[config.mk]
export PLATFORM = sky130hd
export DESIGN_NAME = ifetch_unit
export DESIGN_NICKNAME = d
export VERILOG_FILES = /design/src/rtl/ifetch_unit.sv
export SDC_FILE = /design/constraint.sdc
export NUM_CORES = 1
export LEC_CHECK = 0
export BUFFER_PORTS_ARGS = -buffer_cell sky130_fd_sc_hd__buf_4
export CORE_UTILIZATION = 45
export CTS_CLUSTER_SIZE = 28
export DETAILED_ROUTE_END_ITERATION = 8
export GPL_TIMING_DRIVEN = 0
export HOLD_SLACK_MARGIN = 0.06
export PLACE_DENSITY = 0.68
export SYNTH_ARGS = -nofsm -noshare
export SYNTH_HDL_FRONTEND = slang
export SYNTH_SLANG_ARGS = --single-unit
[constraint.sdc]
create_clock -name clk -period 5 [get_ports clk]
set_clock_uncertainty 0.1 [all_clocks]
set_input_delay 1 -clock clk [delete_from_list [all_inputs] [get_ports clk]]
set_output_delay 1 -clock clk [all_outputs]
set_load 0.02 [all_outputs]
[src/rtl/ifetch_unit.sv]
// Instruction fetch stage: holds the PC, fetches words over a variable-latency
// req/ready memory port, and hands them one at a time to the datapath.
module ifetch_unit #(
  parameter logic [31:0] RESET_PC = 32'h0000_0000,
  parameter int          TIMEOUT  = 16
) (
  input  logic        clk,
  input  logic        rst,
  output logic        imem_req,
  output logic [31:0] imem_addr,
  input  logic        imem_ready,
  input  logic [31:0] imem_rdata,
  output logic [31:0] instr,
  output logic [31:0] instr_pc,
  output logic        instr_valid,
  input  logic        instr_ready,
  input  logic        iszero,
  input  logic        branch_en,
  input  logic        branch_ne,
  input  logic        jump_en,
  output logic        fetch_err
);

  typedef enum logic [1:0] {
    IDLE  = 2'd0,
    REQ   = 2'd1,
    VALID = 2'd2
  } state_t;

  localparam int              CNT_W   = $clog2(TIMEOUT + 1);
  localparam logic [CNT_W-1:0] CNT_MAX = CNT_W'(TIMEOUT);

  state_t            state_q, state_d;
  logic [31:0]       pc_q, pc_d;
  logic [31:0]       instr_q, instr_d;
  logic [31:0]       instr_pc_q, instr_pc_d;
  logic              err_q, err_d;
  logic [CNT_W-1:0]  cnt_q, cnt_d;
  logic [CNT_W-1:0]  cnt_inc;

  // Branch displacement: sign-extended word offset, scaled to bytes.
  function automatic logic signed [31:0] branch_offset(input logic [15:0] imm);
    logic signed [31:0] off;
    off = {{14{imm[15]}}, imm, 2'b00};
    return off;
  endfunction

  function automatic logic [31:0] calc_next_pc(
    input logic [31:0] pc,
    input logic [31:0] ins,
    input logic        j,
    input logic        b,
    input logic        ne,
    input logic        z
  );
    logic [31:0] pc4;
    pc4 = pc + 32'd4;
    if (j) begin
      return {pc4[31:28], ins[25:0], 2'b00};
    end else if (b && (z ^ ne)) begin
      return pc4 + $unsigned(branch_offset(ins[15:0]));
    end
    return pc4;
  endfunction

  always_comb begin
    state_d    = state_q;
    pc_d       = pc_q;
    instr_d    = instr_q;
    instr_pc_d = instr_pc_q;
    err_d      = err_q;
    cnt_d      = cnt_q;
    cnt_inc    = cnt_q + CNT_W'(1);

    case (state_q)
      IDLE: begin
        state_d = REQ;
        cnt_d   = '0;
      end
      REQ: begin
        // A response on the final allowed cycle still counts as on time.
        if (imem_ready) begin
          instr_d    = imem_rdata;
          instr_pc_d = pc_q;
          state_d    = VALID;
        end else if (cnt_inc == CNT_MAX) begin
          err_d   = 1'b1;
          cnt_d   = '0;
          state_d = IDLE;
        end else begin
          cnt_d = cnt_inc;
        end
      end
      VALID: begin
        if (instr_ready) begin
          pc_d    = calc_next_pc(instr_pc_q, instr_q, jump_en, branch_en,
                                 branch_ne, iszero);
          cnt_d   = '0;
          state_d = REQ;
        end
      end
      default: begin
        state_d = IDLE;
      end
    endcase
  end

  always_ff @(posedge clk) begin
    if (!rst) begin
      state_q    <= IDLE;
      pc_q       <= RESET_PC;
      instr_q    <= '0;
      instr_pc_q <= '0;
      err_q      <= 1'b0;
      cnt_q      <= '0;
    end else begin
      state_q    <= state_d;
      pc_q       <= pc_d;
      instr_q    <= instr_d;
      instr_pc_q <= instr_pc_d;
      err_q      <= err_d;
      cnt_q      <= cnt_d;
    end
  end

  assign imem_req    = (state_q == REQ);
  assign imem_addr   = pc_q;
  assign instr_valid = (state_q == VALID);
  assign instr       = instr_q;
  assign instr_pc    = instr_pc_q;
  assign fetch_err   = err_q;

endmodule

Yosys cells after proc, flatten, opt, wreduce, memory -nomap -nowiden

Cells that the tools add are included.

Register bits: 104
Latch bits: 0
Bits in writable memories: 0
ROM bits: 0
Bits of input ports: 40
Output and inout port bits: 99
Word-level logic and storage cells: 40
Memories kept: 0

$add $sub $neg: 3
Multiply operators: 0
Divide/modulo/power cells: 0
Magnitude comparators: 0
Equality and inequality tests: 6
Shifts and indexed selects: 0
Muxes and demuxes: 15
Bitwise gates (word level): 2
Reduce and logical (&&, ||, !) cells: 8

Operators with widths:

| operator                                       | number |
|---|---|
| two-way mux 32 bit                             | 3 |
| adder 32 x 3 -> 32 bit (second input constant) | 1 |
| adder 32 bit                                   | 1 |
| two-way mux 5 bit                              | 3 |
| case mux 5 bit (3 select lines)                | 1 |
| two-way mux 2 bit                              | 3 |
| case mux 2 bit (3 select lines)                | 1 |
| AND reduction 2 bit                            | 3 |
| AND reduction 3 bit                            | 2 |
| adder 5 x 1 -> 5 bit (second input constant)   | 1 |
| == test 5 bit (second input constant)          | 1 |
| two-way mux 1 bit                              | 4 |
| != test 3 x 1 -> 1 bit (second input constant) | 1 |
| nonzero test 3 bit                             | 1 |
| == test 2 x 1 -> 1 bit (second input constant) | 1 |
| == test 2 bit (second input constant)          | 1 |
| zero test 2 bit                                | 1 |
| != test 2 x 1 -> 1 bit (second input constant) | 1 |
| != test 2 bit (second input constant)          | 1 |
| logical AND 1 bit                              | 1 |
| NOT 1 bit                                      | 1 |
| XOR 1 bit                                      | 1 |

Depth between registers and ports, before layout

Gate-level depths: netlist of run 1.

Word-level depth: 7
Mapped depth: 15
Mapped depth without buffers: 14

Worst setup path after synthesis of run 1

No wires, ideal clock.

Path type: register to register
From: reg instr_pc_q[4], in the netlist instr_pc[4]
To: reg pc_q[30], in the netlist imem_addr[30]
Setup time: 125 ps
Arrival time: 3534 ps
Required time: 4775 ps
Path slack: 1241 ps
Stages on the path, launching flop included: 16
Path buffers: 1
Period minus slack after synthesis: 3759 ps
Cell sequence: dfxtp_1 > and4_1 > and2_1 > and3_1 > nand2_1 > xnor2_1 > ha_1 > buf_6 > and4_1 > o2111ai_1 > or4b_4 > a31oi_4 > o221ai_2 > and3_1 > o31ai_1 > a21oi_1

Longest elaborated chain between the ends: 5

Ends and longest elaborated chain:

| element                    | line | text |
|---|---|---|
| start, declared            | 36   | `logic [31:0] instr_pc_q, instr_pc_d;` |
| start signal, assigned     | 120  | `instr_pc_q <= instr_pc_d;` |
| adder 32 x 3 -> 32 bit (*) | 57   | `pc4 = pc + 32'd4;` |
| adder 32 bit               | 61   | `return pc4 + $unsigned(branch_offset(ins[15:0]));` |
| two-way mux 32 bit         | 60   | `end else if (b && (z ^ ne)) begin` |
| two-way mux 32 bit         | 58   | `if (j) begin` |
| two-way mux 32 bit (*)     | 63   | `return pc4;` |
| end signal, assigned       | 118  | `pc_q <= pc_d;` |
| end, declared              | 34   | `logic [31:0] pc_q, pc_d;` |

Mark *: on every way between the ends. The rest lies on a longest branch, timed or not. The select of a mux whose other input is x is not followed.
A chain may end at the register's enable or synchronous reset.

Final worst setup path of run 1

From: reg instr_pc_q[4], in the netlist instr_pc[4]
To: reg pc_q[31], in the netlist imem_addr[31]

Same word-level chain as after synthesis.

==> summary.md, run 1 <==
| Metric | Value |
|---|---|
| Share of layout cells above drive strength 1 | `17.4%` |
| Grt total ovfl | `0` |
| Worst rel slew slack | `30.9%` |
| Buffers plus inverters on the worst setup path | `1` |
| Final RePlAce weighted congestion | `0.920` |
| Final nets | `1047` |
| Vias | `6542` |
| Asr flop ratio synth | `0%` |
| Port-buffer cells | `138` |
| Sink Count | `104` |
| Post-synthesis net count | `898` |
| Worst hold path class | `reg -> reg` |
| Final Power | `1860 uW` |
| CP Capture Type | `flop` |
| DP HPWL | `15.2 mm` |
| Drt via density | `5.69` |
| Reg2reg setup slack | `650 ps` |
| H-tree depth | `3` |
| DRC Markers | `0` |
| Main synth FF type | `dfxtp_1` |
| Critical path's largest stage delay | `570 ps` |
| Cell breakdown of the critical path | `and4_1 -> and2_1 -> and3_1 -> nand3_1 -> xnor2_1 -> ha_1 -> clkdlybuf4s50_2 -> nand4_1 -> a211oi_1 -> o2bb2ai_1 -> xnor2_1 -> or3_1 -> a31oi_1` |
| Area grow syn2layout | `24.9%` |
| Fin. Hold Viols | `0` |
| Largest delay contributor family on the critical path | `simple AND/OR/NAND/NOR gates` |
| Synthesized area per cell | `7.63 sq um` |
| Slew Viols, Final | `0` |
| Core Region | `13400 sq um` |
| Total GRT Usage | `29.1%` |
| Critical path's most frequent cell | `xnor2_1` |
| Status | `complete, no violations` |
| Cell count after synthesis | `819` |
| Inst Count DP | `1133` |
| Detail Route Antenna Nets | `0` |
| Cell Area, Synth | `6250 sq um` |
| Post-cts hold buffer count | `0` |
| Synth cell types | `62` |
| Num rows | `42` |
| Final setup violation count | `0` |
| Drt pass-1 iters | `8` |
| Deepest clock path buffer count | `2` |
| WS Path Type | `reg -> reg` |
| Most frequent cells in the layout | `nand2_1, buf_4, a21oi_1` |
| CP max-delay cell | `clkdlybuf4s50_2` |
| Commonest non-fill, non-tap cell in the layout | `nand2_1` |
| P per Cell Area | `238 nW/um^2` |
| Wire per inst | `17.8 um` |
| Worst skew pair latency | `360 ps` |
| Worst setup SP type | `flop` |
| Seq cells post-synth | `104` |
| CP Data Required Time | `5190 ps` |
| Maxcap violations | `0` |
| RSZ-0062 raised after global routing | `no` |
| Reg clk slew, reported paths | `80 ps` |
| First DRT Iteration DRCs | `500` |
| Number of synthesized flops with an enable pin | `0` |
| I/O pins | `139` |
| Final worst slack | `651 ps` |
| Starting density of the core | `46.6%` |
| Non-filler cells, final | `1149` |
| First-pass GRT wire length | `32.3 mm` |
| WP data arrival | `4540 ps` |
| CTS buffer count | `9` |
| CTS tree | `built` |
| Full die area | `14400 sq um` |
| Seq/Total Area, Yosys | `33.3%` |
| Min Tclk post-route | `4350 ps` |
| Antenna fix cells | `0` |
| Worst-Margin Slew | `1040 ps` |
| Peak VDD IR | `202 uV` |
| Die Ht | `120 um` |
| Pleak | `0.00330 uW` |
| Ys Warns | `0` |
| Place WS | `774 ps` |
| Post-cts sizing count | `0` |
| Final TNS setup | `0 ps` |
| Routed wire length | `20.5 mm` |
| Post-CTS repair timing setup buffer count | `0` |
| Vias in the first global route | `6110` |
| Clock root buffer | `clkbuf_16` |
| Largest net degree at the start of global routing | `24` |
| Worst-path fanout max | `7` |
| Fmax achieved | `0.230 GHz` |
| Period utilization | `87.0%` |
| Die Wd | `120 um` |
| Initial antenna violation count | `0` |
==> stage by stage <==
step                      hold WS [ps]  instance area, sq um  util [%]
after global routing               381                  7800      58.2
after detailed placement           347                  7500      56.0
after global placement             342                  7500      56.0
after floorplan                    379                  6250         -
after CTS                          357                  7800      58.2
final                              356                  7800      58.2
==> cell families (layout without fill, tap and decap cells) <==
family                   Yosys count  count (layout)  synth area share [%]
multiplexers                       3               3                 0.481
flip-flops                       104             104                  33.3
XOR/XNOR                          49              49                  6.87
AO/OA/AOI/OAI                    265             265                  26.0
adder cells (fa/ha/maj)           39              39                  7.93
AND/OR/NAND/NOR                  302             302                  21.6
buffers and inverters             57             211                  3.79
==> metal layers <==
layer | vias up | part of all wire, % | track usage, %
met5 | - | 0 | 0
met4 | 0 | 2.5 | 10.1
met3 | 39 | 7.1 | 5.66
met2 | 238 | 44 | 46.3
met1 | 3026 | 46 | 39.1
li1 | 3239 | - | -
==> power by group <==
part           leakage [uW]  internal (uW)  switching [uW]  total (uW)
Combinational       0.00232           92.0             158         250
Clock              0.000138            395             336         731
Sequential         0.000842            850            26.7         877
Total               0.00330           1340             521        1860
==> Yosys cell counts, types with 5 or more instances <==
library cell    n  area (sq um)
a211oi_1        6          45.0
a21boi_0        5          37.5
a21o_1          7          52.6
a21oi_1       129           646
a221oi_1       24           210
a31oi_1         6          37.5
and2_1          5          31.3
and3_1         10          62.6
clkbuf_1       40           150
dfxtp_1       104          2080
ha_1           38           475
inv_1          10          37.5
nand2_1       182           683
nand3_1        18          90.1
nand4_1        16           100
nor2_1         32           120
nor3_1         11          55.1
o211ai_1        5          37.5
o21a_1          5          37.5
o21ai_0        46           230
o21bai_1        5          37.5
xnor2_1        31           272
xor2_1         18           158
==> worst register-to-register path, cell delays in order (launching register included) <==
cell	delay (ps)
dfxtp_1	470
and4_1	350
and2_1	240
and3_1	450
nand3_1	150
xnor2_1	180
ha_1	290
clkdlybuf4s50_2	570
nand4_1	150
a211oi_1	460
o2bb2ai_1	160
xnor2_1	190
or3_1	360
a31oi_1	170
==> area by class of cell <==
cell class	count	area, sq um
well taps	176	220
inverters	11	41.3
clock inverters	5	65.1
flip-flops and latches	104	2080
plain buffers	46	195
repair buffers	138	1040
clock buffers	11	233
multi-input cells	658	3930
fillers	1324	5600
==> sequential cells by signal, indices dropped and copies added, names as in the netlist <==
register	count
state_q	2
instr	32
fetch_err	1
cnt_q	5
imem_addr	32
instr_pc	32
==> final timing paths <==
| check | start | to | depth (start not counted) |
|---|---|---|---|
| max reg2reg | instr_pc[4]$_SDFFE_PN0P_ | imem_addr[31]$_SDFFE_PN0P_ | 13 |
| min reg2reg | instr[31]$_SDFFE_PN0P_ | instr[31]$_SDFFE_PN0P_ | 2 |
| min | instr[31]$_SDFFE_PN0P_ | instr[31]$_SDFFE_PN0P_ | 2 |
| max | instr_pc[4]$_SDFFE_PN0P_ | imem_addr[31]$_SDFFE_PN0P_ | 13 |
No activity file was read; power rests on OpenSTA's default activity.
==> run 2: changes to the inputs <==
--- a/config.mk
+++ b/config.mk
@@ -6,6 +6,7 @@
 export NUM_CORES = 1
 export LEC_CHECK = 0
 export BUFFER_PORTS_ARGS = -buffer_cell sky130_fd_sc_hd__buf_4
+export CORE_MARGIN = 5
 export CORE_UTILIZATION = 45
 export CTS_CLUSTER_SIZE = 28
 export DETAILED_ROUTE_END_ITERATION = 8
==> summary.md, run 2 (same netlist as run 1, synthesis figures left out) <==
| Metric | Value |
|---|---|
| Status | `complete, no violations` |
| CP Data Required Time | `5200 ps (about the same)` |
| Fin. Hold Viols | `0 (unchanged)` |
| Top routing layer used | `met4` |
| Starting density of the core | `45.5% (-1.1 points)` |
| Full die area | `16300 sq um (+14%)` |
| Die Wd | `128 um (+6.7%)` |
| CP Capture Type | `flop` |
| First DRT Iteration DRCs | `364 (-27%)` |
| Worst-path fanout max | `7 (unchanged)` |
| Drt pass-1 iters | `7 (-1)` |
| Largest net degree at the start of global routing | `24 (unchanged)` |
| Final RePlAce weighted congestion | `0.931 (+1.2%)` |
| Seq pwr share | `47.3% (about the same)` |
| I/O pins | `139 (unchanged)` |
| Clock share of power | `39.2% (-0.2 points)` |
| RSZ-0062 raised after global routing | `no` |
| Grt total ovfl | `0 (unchanged)` |
| Sink Count | `104 (unchanged)` |
| Final setup violation count | `0 (unchanged)` |
| Worst skew pair latency | `370 ps (about the same)` |
| Metal-1 WL | `9.62 mm (+2.0%)` |
| WP data arrival | `4600 ps (+60 ps)` |
| P per Cell Area | `238 nW/um^2 (-0.25%)` |
| Vias | `6534 (-0.12%)` |
| CTS tree | `built` |
| Worst hold path class | `reg -> reg` |
| Post-cts sizing count | `0 (unchanged)` |
| Total GRT Usage | `25.8% (-3.2 points)` |
| Critical path's most frequent cell | `xnor2_1` |
| Pleak | `0.00331 uW (+0.31%)` |
| CP max-delay cell | `dfxtp_1` |
| Commonest non-fill, non-tap cell in the layout | `nand2_1` |
| Core Region | `13700 sq um (+2.4%)` |
| Comb power frac | `13.5% (about the same)` |
| Critical path's largest stage delay | `470 ps (-100 ps)` |
| Final TNS setup | `0 ps (unchanged)` |
| Inst Count DP | `1137 (+0.35%)` |
| Detail Route Antenna Nets | `0 (unchanged)` |
| Routed wire length | `21.3 mm (+4.1%)` |
| Post-CTS repair timing setup buffer count | `0 (unchanged)` |
| Drt via density | `5.67 (-0.47%)` |
| Worst rel slew slack | `31.8% (+0.89 points)` |
| Antenna fix cells | `0 (unchanged)` |
| Fmax achieved | `0.227 GHz (-1.3%)` |
| P_sw | `538 uW (+3.3%)` |
| DRC Markers | `0 (unchanged)` |
| Cell breakdown of the critical path | `and4_1 -> and2_1 -> and3_1 -> nand3_1 -> xnor2_1 -> ha_1 -> clkbuf_1 -> a21oi_1 -> o21ai_0 -> a211oi_1 -> o211ai_1 -> o2bb2ai_1 -> xnor2_1 -> or3_1 -> a31oi_1` |
| Non-filler cells, final | `1153 (+0.35%)` |
| Slew Viols, Final | `0 (unchanged)` |
| WL met2 | `10.0 mm (+10%)` |
| Post-cts hold buffer count | `0 (unchanged)` |
| Clock root buffer | `clkbuf_16` |
| Worst-Margin Slew | `1020 ps (-13.4 ps)` |
| Reg clk slew, reported paths | `80 ps (about the same)` |
| Die Ht | `128 um (+6.7%)` |
| Min Tclk post-route | `4400 ps (+55.9 ps)` |
| Num rows | `43 (+2.4%)` |
| Port-buffer cells | `138 (unchanged)` |
| Final nets | `1047 (unchanged)` |
| Worst setup SP type | `flop` |
| Deepest clock path buffer count | `2 (unchanged)` |
| Sw Share | `29.0% (+0.97 points)` |
| Peak VDD IR | `200 uV (-1.0%)` |
| Metal3 WL | `1.35 mm (-6.8%)` |
| Period utilization | `88.1% (+1.1 points)` |
| WS Path Type | `reg -> reg` |
| Cell Int Power | `1320 uW (-1.5%)` |
| DP HPWL | `16.2 mm (+6.4%)` |
| Most frequent cells in the layout | `nand2_1, buf_4, a21oi_1` |
| Final Power | `1850 uW (-0.17%)` |
| Final core utilization | `56.9% (-1.3 points)` |
| CTS buffer count | `9 (unchanged)` |
| Share of layout cells above drive strength 1 | `17.6% (+0.21 points)` |
| First-pass GRT wire length | `33.4 mm (+3.4%)` |
| Vias in the first global route | `6167 (+0.93%)` |
| H-tree depth | `3 (unchanged)` |
| Area grow syn2layout | `25.0% (about the same)` |
| Maxcap violations | `0 (unchanged)` |
| Initial antenna violation count | `0 (unchanged)` |
| Wire per inst | `18.5 um (+3.7%)` |
run 2: through the flow:
step	hold WS [ps]	cell area, sq um	worst slack, ps
final	357	7810	595
after global routing	384	7810	342
after CTS	363	7810	651
after detailed placement	353	7510	702
after global placement	343	7510	692
after floorplan	379	6250	1240
run 2: per-layer routing:
metal  vias up  track usage (%)
met5         -                0
met4         0             6.99
met3        22             4.75
met2       165             41.6
met1      3110             35.6
li1       3237                -
run 2: power groups by stage:
| stage | Sequential (uW) | Clock (uW) | Combinational (uW) |
|---|---|---|---|
| floorplan | 912 | 0 | 117 |
| global placement | 895 | 0 | 248 |
| detailed placement | 896 | 0 | 249 |
| CTS | 876 | 732 | 250 |
| global route | 880 | 764 | 272 |
| finish | 877 | 726 | 251 |
run 2: worst paths after layout:
kind | start | end | slack, ps | depth (start not counted)
min reg2reg | instr[28]$_SDFFE_PN0P_ | instr[28]$_SDFFE_PN0P_ | 360 | 2
min | instr[28]$_SDFFE_PN0P_ | instr[28]$_SDFFE_PN0P_ | 360 | 2
max reg2reg | instr_pc[4]$_SDFFE_PN0P_ | imem_addr[31]$_SDFFE_PN0P_ | 600 | 15
max | instr_pc[4]$_SDFFE_PN0P_ | imem_addr[31]$_SDFFE_PN0P_ | 600 | 15
run 2: cell type report:
type                       instances  area [sq um]
multi-input combinational        658          3930
clock buffer                      11           253
tap                              180           225
inverter                          11          41.3
buffer                            46           195
clock inverter                     5          46.3
timing repair buffer             138          1040
sequential                       104          2080
fill                            1358          5910
run 2: critical path, delay by kind of cell, from the launching register on:
family	cells	cell delay (ps)
buf+inv	1	180
compound gates	6	1350
flops	1	470
xor+xnor	2	390
fa+ha+maj	1	280
simple gates	5	1550
